[src/rtl/fu_scheduler.sv]
// Issue/hazard controller for the shared iterative MUL/DIV unit beside DE.
// Tracks one in-flight FU destination and raises structural/RAW/WAW stalls.
module fu_scheduler #(
   parameter int REGIDX  = 5,
   parameter int MUL_LAT = 3,
   parameter int DIV_LAT = 16,
   parameter int CNTW    = 32
) (
   input  logic              clk,
   input  logic              reset,
   input  logic              de_valid,
   input  logic              de_is_fu,
   input  logic              de_op,
   input  logic [REGIDX-1:0] de_rd,
   input  logic              de_rd_we,
   input  logic [REGIDX-1:0] de_rs1,
   input  logic              de_rs1_use,
   input  logic [REGIDX-1:0] de_rs2,
   input  logic              de_rs2_use,
   input  logic              flush,
   output logic              stall,
   output logic              fu_issue,
   output logic              fu_op,
   output logic [REGIDX-1:0] fu_rd,
   output logic              fu_busy,
   output logic              fu_complete,
   output logic [CNTW-1:0]   stall_cycles
);

   localparam int MAX_LAT = (DIV_LAT > MUL_LAT) ? DIV_LAT : MUL_LAT;
   localparam int CNT_W   = $clog2(MAX_LAT + 1);
   localparam logic [CNT_W-1:0] MUL_LOAD = CNT_W'(MUL_LAT - 2);
   localparam logic [CNT_W-1:0] DIV_LOAD = CNT_W'(DIV_LAT - 2);

   typedef enum logic [1:0] {IDLE, BUSY, DONE} state_t;

   state_t            state, state_nxt;
   logic [CNT_W-1:0]  cnt, cnt_nxt;
   logic [REGIDX-1:0] busy_rd;
   logic              busy_we;
   logic              req, hz_en, raw, waw, strct, issue_ok;

   // busy_we is never set for x0, so register 0 cannot hazard.
   assign hz_en = fu_busy & busy_we;
   assign raw   = hz_en & ((de_rs1_use & (de_rs1 == busy_rd)) |
                           (de_rs2_use & (de_rs2 == busy_rd)));
   assign waw   = hz_en & de_rd_we & (de_rd == busy_rd);
   assign strct = de_is_fu & (state == BUSY);
   assign req   = de_valid & ~flush;

   assign stall    = req & (raw | waw | strct);
   assign issue_ok = req & de_is_fu & ~raw & ~waw & ((state == IDLE) | (state == DONE));
   assign fu_issue = issue_ok;
   assign fu_op    = de_op;

   always_comb begin
      // NOTE: defaults first so every path assigns every output -- no latches.
      state_nxt = state;
      cnt_nxt   = cnt;
      unique case (state)
         IDLE: begin
            if (issue_ok) begin
               state_nxt = BUSY;
               cnt_nxt   = de_op ? DIV_LOAD : MUL_LOAD;
            end
         end
         BUSY: begin
            if (cnt != '0) cnt_nxt   = cnt - CNT_W'(1);
            else           state_nxt = DONE;
         end
         DONE: begin
            // Back-to-back issue is allowed in the completion cycle.
            if (issue_ok) begin
               state_nxt = BUSY;
               cnt_nxt   = de_op ? DIV_LOAD : MUL_LOAD;
            end else begin
               state_nxt = IDLE;
            end
         end
         default: state_nxt = IDLE;
      endcase
   end

   always_ff @(posedge clk or negedge reset) begin
      // NOTE: non-blocking assignments for all sequential state.
      if (!reset) begin
         state        <= IDLE;
         cnt          <= '0;
         busy_rd      <= '0;
         busy_we      <= 1'b0;
         fu_rd        <= '0;
         fu_busy      <= 1'b0;
         fu_complete  <= 1'b0;
         stall_cycles <= '0;
      end else begin
         state       <= state_nxt;
         cnt         <= cnt_nxt;
         fu_busy     <= (state_nxt != IDLE);
         fu_complete <= (state_nxt == DONE);
         if (issue_ok) begin
            busy_rd <= de_rd;
            busy_we <= de_rd_we & (de_rd != '0);
            fu_rd   <= de_rd;
         end
         if (stall) stall_cycles <= stall_cycles + CNTW'(1);
      end
   end

endmodule

[config.mk]
export PLATFORM = sky130hd
export DESIGN_NAME = fu_scheduler
export DESIGN_NICKNAME = d
export VERILOG_FILES = /design/src/rtl/fu_scheduler.sv
export SDC_FILE = /design/constraint.sdc
export NUM_CORES = 1
export LEC_CHECK = 0
export ABC_AREA = 1
export BUFFER_PORTS_ARGS = -buffer_cell sky130_fd_sc_hd__buf_2
export CAP_MARGIN = 30
export CORE_MARGIN = 2
export CORE_UTILIZATION = 50
export CTS_BUF_LIST = sky130_fd_sc_hd__clkbuf_16
export DETAILED_ROUTE_END_ITERATION = 10
export GPL_TIMING_DRIVEN = 0
export PLACE_DENSITY = 0.86
export SETUP_SLACK_MARGIN = 0.15
export SYNTH_ARGS = -nofsm -noshare
export SYNTH_HDL_FRONTEND = slang
export SYNTH_SLANG_ARGS = --single-unit
[constraint.sdc]
create_clock -name clk -period 1.47 [get_ports clk]
set_input_delay 0 -clock clk [delete_from_list [all_inputs] [get_ports clk]]
set_output_delay 0 -clock clk [all_outputs]
set_load 0.02 [all_outputs]
# Word level (Yosys, flattened, before mapping)
# Index checks and enable logic that the tools add are counted.
[op_classes]
mux = 8
n_eq_ne = 8
n_addsub = 2
n_reduce_logical = 7
bitwise_logic = 21
[op_table]
columns = ["cell", "count"]
rows = [
  ["$add A32 B1 Y32 const B", 1],
  ["$eq A5 B5 Y1", 3],
  ["$and A1 B1 Y1", 14],
  ["$mux W5", 2],
  ["$pmux W5 S2", 1],
  ["$reduce_bool A5 Y1", 2],
  ["$pmux W2 S3", 1],
  ["$sub A5 B1 Y5 const B", 1],
  ["$eq A2 B2 Y1 const B", 2],
  ["$mux W2", 2],
  ["$mux W4", 1],
  ["$ne A2 B1 Y1 const B", 2],
  ["$or A1 B1 Y1", 4],
  ["$reduce_bool A2 Y1", 2],
  ["$not A1 Y1", 3],
  ["$reduce_and A3 Y1", 1],
  ["$eq A2 B1 Y1 const B", 1],
  ["$logic_not A2 Y1", 1],
  ["$reduce_or A2 Y1", 1],
  ["$mux W1", 1],
]
[totals]
inputBits = 24
word_cells = 53
ff_bits = 47

# Depth between registers and ports, before layout
# Gate-level depths: netlist (run 1).
[logic_depth]
word_depth = 11
depth_mapped = 12

# Worst setup path before layout (run 1)
# Ideal clock, no wire load.
[synth_timing]
path_type = "reg2reg"
from = "register stall_cycles[0]"
to = "register stall_cycles[16]"
synth_period_minus_slack_ps = 1668
n_path_buf = 0
arrival_ps = 1602
setup_time_ps = 66
path_slack_ps = -198
path_stages_with_launch = 9
path_cell_list = "dfrtp_1 ha_1 inv_1 nor2_1 nand2_1 nor2_1 xor2_1 nand2_1 nand2_1"
[synth_between]
elab_chain_cells = 1
[synth_lines]
columns = ["item", "line_no", "rtl"]
rows = [
  ["start: declaration", "27", "output logic [CNTW-1:0] stall_cycles"],
  ["start signal: assignment", "105", "if (stall) stall_cycles <= stall_cycles + CNTW'(1);"],
  ["$add A32 B1 Y32", "105", ""],
]
# No other way between the ends.
# A chain may end at the register's enable or synchronous reset.

# Worst setup path in the final report (run 1)
[layout_timing]
from = "register busy_rd[0]"
to = "output port stall"
[layout_between]
elab_chain_cells = 7
[layout_lines]
columns = ["item", "line_no", "rtl"]
rows = [
  ["start: declaration", "39", "logic [REGIDX-1:0] busy_rd;"],
  ["start signal: assignment", "101", "busy_rd <= de_rd;"],
  ["$eq A5 B5 Y1, on equally long branches", "45, 46", ""],
  ["$and A1 B1 Y1, on equally long branches", "45, 46", ""],
  ["$or A1 B1 Y1", "45", "assign raw = hz_en & ((de_rs1_use & (de_rs1 == busy_rd)) |"],
  ["$and A1 B1 Y1", "45", ""],
  ["$or A1 B1 Y1 * (2 in a row)", "51", "assign stall = req & (raw | waw | strct);"],
  ["$and A1 B1 Y1 *", "51", ""],
  ["end: declaration", "21", "output logic stall,"],
]
# Every way passes the cells marked *; elsewhere a longest branch is shown, timed or not.

==> metrics.cfg, run 1 <==
[min_path]
min_path_type = in2reg
min_from = de_rd[3]

[placed_design]
dp.cells = 652
place_congestion = 0.948
numPortBuffers = 65
dp_hpwl_um = 6630
place_ws_ns = -0.150

[floorplanning]
row_count = 29
die_h_um = 84.3
num_io_pins = 66
design.die.area_um2 = 7110
start_util_pct = 51.4
core_um2 = 6280
die_w_um = 84.3

[power_and_ir_drop]
peakVddDrop_uv = 897
power_density_nw_per_um2 = 1200
leakagePower_uw = 0.00235
power_uw = 5200

[route]
drt-pass1-iter-count = 6
drc = 0
viasPerCell = 5.60
wl_per_cell_um = 15.1
ant_nets = 0
initialDrtViolationCount = 394
routed_wirelength_um = 10200
vias = 3786

[timing]
fin_skew_ns = 0.00958
timing.slew.headroom_pct = 62.8
setup_violations = 47
rsz0062_at_grt = yes
timing.final.crit_period_ns = 1.73
hold_viol = 0
worst_hold_slack_ns = 0.0139
fmax_ghz = 0.578
worst_slew_pin_slew_ns = 0.558
post-route-period-util_pct = 118
layout_setup_ws_ns = -0.260
slew_viol_final = 0

[critical_path]
endpoint_kind = output pin
startpoint_type = register
critical_path_class = reg2out
reg2reg_from = busy_rd[4]
worstPathRequired_ns = 1.47
cpPeakStageDelay_ns = 0.40
critPathArrivalTime_ns = 1.73
cp_slowest_cell = dfrtp_2
cp-startpoint = busy_rd[0]
path_cells = buf_6, nand2_1, nand2_1, nor2_1, nand3_1, nand3_2, nand3_4, nand2_4, buf_8, buf_6
cp_max_fo = 8

[synth]
synth-seq-cells = 47
synth.distinct_cells = 24
synth_xor_area_share_pct = 4.62
synth_fa_ha_area_share_pct = 1.16
seq_area_frac_synth_pct = 36.5
synth_compound_area_share_pct = 2.40
netlist_instances = 509
synth.net_count = 536
synth_top_family_by_area = simple AND/OR/NAND/NOR gates
yosys-top-cells-area = dfrtp_1 (36%), nand2_1 (25%), nand3_1 (8.4%)
synth_warnings = 0
synth_top_area_cell = dfrtp_1
syn_area_per_cell_um2 = 6.34
synthesis.area_um2 = 3230
synthMuxAreaShare_pct = 0
synth_top_area_share_pct = 36.5
yosys.area_share.simple_pct = 46.4

[global_route]
track_usage_pct = 26.3
grt_pass1_vias = 3231
antenna_found_initial = 0
grt_max_degree = 27
grt_pass1_wl_um = 15300
grt_overflow = 0

[cells_and_area]
syn_to_final_growth_pct = 33.7
nFillCells = 490
final_nets = 625
drive_above_1_share_pct = 27.2
final_core_util_pct = 68.7
regArea_um2 = 1190
n_antenna_cell = 0
multiInputGateArea_um2 = 1950
final_cells = 676

[job]
max_cap_violations = 0

[clock_network]
clk_latency_ns = 0.29
clk_pin_slew_ns = 0.07
ctsHtreeMaxLevel = 2
numCtsBuffers = 5
cts_tree = built
clock_path_buffers = 2
cts.sinks = 47
cts_root_buffer = clkbuf_16

[outcome]
status = finished, violations left
violations = negative setup slack

==> cell usage after synthesis <==
library cell,number
nand2_1,219
nor2_1,61
nand3_1,54
inv_1,51
dfrtp_1,47
xor2_1,13
nor3_1,12
o21ai_0,12
nand3b_1,7
buf_2,5
xnor2_1,4
buf_6,3
clkbuf_1,3
ha_1,3
inv_2,3
nand4_1,3
buf_4,2
a21oi_1,1
nand2_2,1
nand2_4,1
nand3_2,1
nand3_4,1
o21a_1,1
o21ai_1,1
==> cell type report <==
| type | count | share of cell area, % |
|---|---|---|
| Inverter | 54 | 4.76 |
| Tap cell | 77 | 2.23 |
| Sequential cell | 47 | 27.5 |
| Buffer | 13 | 3.42 |
| Multi-Input combinational cell | 395 | 45.2 |
| Timing Repair Buffer | 82 | 12.8 |
| Clock inverter | 3 | 1.10 |
| Clock buffer | 5 | 2.90 |
==> final timing paths <==
kind                              end  slack (ns)  depth (start not counted)
hold reg to reg               busy_we        0.49                          2
setup / recovery                stall       -0.26                         10
max in group asynchronous  busy_rd[1]        0.69                          3
setup reg to reg               cnt[2]       -0.24                         13
hold / removal             busy_rd[3]        0.01                          3
min in group asynchronous      cnt[0]        0.25                          2
==> registers in the layout, indices dropped and copies added (netlist names) <==
register      flops
busy_we           1
stall_cycles     32
busy_rd           5
fu_busy           1
state             2
fu_complete       1
cnt               5
==> through the flow <==
step	TNS (ns)	cell area (um2)
4_1_cts	-6.11	4100
6_report	-8.15	4310
2_1_floorplan	0	3290
3_5_place_dp	-3.67	3740
3_3_place_gp	-2.67	3720
5_1_grt	-10.87	4310
==> repair_timing <==
action                                  in CTS  in global routing
endpoints found under the hold margin       22                  0
endpoints found under the setup margin      47                 47
pin swaps                                    9                  6
setup buffers                                8                  4
hold buffers                                 2                  0
resized for setup                           27                 50
cloned                                       1                  1
==> layout by cell type, fill, tap and decap left out, types with 3 or more instances in the layout <==
cell type / count
nand2_1: 195
buf_2: 63
nor2_1: 54
nand3_1: 49
inv_1: 48
dfrtp_1: 39
nand2_2: 21
xor2_1: 13
buf_6: 9
nor3_1: 9
buf_4: 8
dfrtp_2: 8
nand3b_1: 7
nand3_2: 6
buf_8: 6
clkbuf_16: 6
inv_2: 5
nor2_2: 5
o21ai_0: 5
xnor2_1: 4
o21ai_1: 4
nand2_4: 4
o21ai_2: 4
nand4_1: 3
clkbuf_2: 3
==> metal layers <==
metal | global-route usage (%) | wire, um
met3 | 3.93 | 783
met4 | 9.38 | 556
met2 | 41.9 | 4730
met1 | 36.6 | 4130
met5 | 0 | 0
==> cell families after synthesis <==
| logic type | count (synthesis) |
|---|---|
| simple gates | 360 |
| fa+ha+maj | 3 |
| flops | 47 |
| xor+xnor | 17 |
| compound gates | 15 |
| buf+inv | 67 |
==> worst max-delay path, delay by kind of cell, from the launching register on <==
family / cells / cell delay, ns
buf+inv: 3 / 0.37
simple gates: 7 / 0.67
flops: 1 / 0.40
==> power breakdown <==
group,switching [uW],total (uW),internal [uW]
Sequential,248,1770,1530
Clock,525,1340,812
Combinational,1280,2080,806
(Power assumes the default switching activity.)
==> run 2, diff against run 1 <==
--- a/config.mk
+++ b/config.mk
@@ -14,7 +14,7 @@
 export DETAILED_ROUTE_END_ITERATION = 10
 export GPL_TIMING_DRIVEN = 0
 export PLACE_DENSITY = 0.86
-export SETUP_SLACK_MARGIN = 0.15
+export SETUP_SLACK_MARGIN = 0.3
 export SYNTH_ARGS = -nofsm -noshare
 export SYNTH_HDL_FRONTEND = slang
 export SYNTH_SLANG_ARGS = --single-unit
==> run 2 against run 1 <==
Against the previous run:
- the flow still finishes with violations (negative setup slack)
- count of clock-buffer cells in the layout unchanged
- sequential share of layout area decreased by 0.58 points
- global-route usage decreased by 0.25 points
- sequential power about the same
- combinational power increased by 4%
- critical path type unchanged
- largest power group unchanged
- highest routed layer unchanged
==> metrics.cfg, run 2 (synthesized netlist as in run 1, its figures left out) <==
[min_path]
min_path_type = in2reg

[route]
ant_nets = 0  ; unchanged
drc = 0  ; unchanged
drt-pass1-iter-count = 6  ; unchanged
vias = 3741  ; -1.2%
routed_wirelength_um = 10300  ; +0.80%
wl_met2_um = 4990  ; +5.5%
drt-met1-wl_um = 4040  ; -2.1%
initialDrtViolationCount = 456  ; +16%
viasPerCell = 5.51  ; -1.6%
wl_per_cell_um = 15.1  ; +0.36%
met3_length_um = 843  ; +7.7%
routed.top_layer = met4

[floorplanning]
num_io_pins = 66  ; unchanged
die_h_um = 84.3  ; unchanged
row_count = 29  ; unchanged
start_util_pct = 51.4  ; unchanged
die_w_um = 84.3  ; unchanged
design.die.area_um2 = 7110  ; unchanged
core_um2 = 6280  ; unchanged

[critical_path]
cpMostUsedCell = buf_6
critical_path_class = reg2out
worstPathRequired_ns = 1.47  ; about the same
endpoint_kind = output pin
cp_slowest_cell = dfrtp_2
cp_max_fo = 8  ; unchanged
critPathArrivalTime_ns = 1.72  ; about the same
r2r_slack_ns = -0.20  ; +0.04 ns
cpPeakStageDelay_ns = 0.41  ; about the same
startpoint_type = register
path_cells = buf_8, inv_1, nor2_1, nor3_1, nand4_1, nand3_2, buf_6, inv_4, buf_6

[cells_and_area]
largest_register = stall_cycles
multiInputGateArea_um2 = 2020  ; +3.5%
largest_reg_flops = 32  ; unchanged
regArea_um2 = 1190  ; +0.42%
final_cell_mix = nand2_1 (189), buf_2 (63), inv_1 (49), nand3_1 (49), nor2_1 (48)
final_core_util_pct = 70.5  ; +1.8 points
nFillCells = 470  ; -4.1%
n_antenna_cell = 0  ; unchanged
syn_to_final_growth_pct = 37.2
drive_above_1_share_pct = 30.6  ; +3.4 points
final_nets = 628  ; +0.48%
final_common_cell = nand2_1
largestRegisters = stall_cycles x32, busy_rd x5, cnt x5

[global_route]
grt_overflow = 0  ; unchanged
grt_pass1_wl_um = 15200  ; -0.67%
grt_pass1_vias = 3209  ; -0.68%
antenna_found_initial = 0  ; unchanged
track_usage_pct = 26.1  ; -0.25 points
grt_max_degree = 27  ; unchanged

[clock_network]
clk_latency_ns = 0.29  ; about the same
ctsHtreeMaxLevel = 2  ; unchanged
numCtsBuffers = 5  ; unchanged
clock_path_buffers = 2  ; unchanged
cts_tree = built
cts.sinks = 47  ; unchanged
cts_root_buffer = clkbuf_16
clk_pin_slew_ns = 0.07  ; about the same

[placed_design]
numPortBuffers = 65  ; unchanged
dp_hpwl_um = 6600  ; -0.47%
place_congestion = 0.941  ; -0.74%

[outcome]
violations = negative setup slack
status = finished, violations left

[timing]
post-route-period-util_pct = 117  ; -0.41 points
tns_ns = -7.98  ; +0.175 ns
fmax_ghz = 0.580  ; +0.35%
worst_slew_pin_slew_ns = 0.564  ; +0.00656 ns
slew_viol_final = 0  ; unchanged
worst_hold_slack_ns = 0.0235  ; +0.00958 ns
setup_violations = 47  ; unchanged
timing.slew.headroom_pct = 62.4  ; -0.44 points
fin_skew_ns = 0.00675  ; -0.00283 ns
layout_setup_ws_ns = -0.254  ; +0.00597 ns
rsz0062_at_grt = yes
timing.final.crit_period_ns = 1.72  ; -0.00597 ns
hold_viol = 0  ; unchanged

[power_and_ir_drop]
leakagePower_uw = 0.00238  ; +1.3%
power_density_nw_per_um2 = 1150  ; -4.3%
peakVddDrop_uv = 943  ; +5.2%

[job]
max_cap_violations = 0  ; unchanged

run 2: per-layer routing:
layer,vias up,global-route usage (%)
li1,1758,-
met1,1736,36.7
met2,205,41.3
met3,42,3.74
met4,0,8.94
met5,-,0
run 2: worst max-delay path: cells and delay by family (launching register included):
family,cells,cell delay (ns)
buffers and inverters,5,0.50
flip-flops,1,0.41
AND/OR/NAND/NOR,4,0.52
run 2: worst paths after layout:
path | start | end | depth (start not counted)
max in group asynchronous | reset | stall_cycles[6] | 3
min | de_rd[3] | busy_rd[3] | 3
max reg2reg | busy_rd[0] | cnt[0] | 11
min in group asynchronous | reset | cnt[0] | 2
min reg2reg | busy_we | busy_we | 2
max | busy_rd[0] | fu_issue | 9
run 2: per-stage QoR:
| stage | setup slack [ns] | area [um2] | instances | total power (uW) |
|---|---|---|---|---|
| global route | -0.339 | 4430 | 679 | 5390 |
| CTS | -0.205 | 4090 | 671 | 4660 |
| finish | -0.254 | 4430 | 679 | 5100 |
| detailed placement | -0.171 | 3750 | 652 | 3330 |
| floorplan | 0.0149 | 3300 | 509 | 2870 |
| global placement | -0.151 | 3720 | 651 | 3250 |
run 2: layout make-up:
| cell class | count | share of cell area [%] |
|---|---|---|
| flip-flops and latches | 47 | 26.9 |
| clock buffers | 5 | 2.83 |
| clock inverters | 3 | 0.594 |
| well taps | 77 | 2.18 |
| inverters | 54 | 4.64 |
| multi-input cells | 395 | 45.7 |
| repair buffers | 85 | 13.8 |
| plain buffers | 13 | 3.36 |
run 2: timing repair:
item,CTS,global route
setup endpoints to repair,47,47
hold buffers,1,0
pin swaps,9,12
cloned,1,2
resized for setup,25,74
buffers inserted,9,6
endpoints found under the hold margin,21,0
run 2: report_power, final:
| part | total [uW] | internal [uW] | switching [uW] |
|---|---|---|---|
| combinational | 2160 | 858 | 1300 |
| clock | 1170 | 646 | 527 |
| sequential | 1760 | 1530 | 238 |
| total | 5100 | 3030 | 2070 |
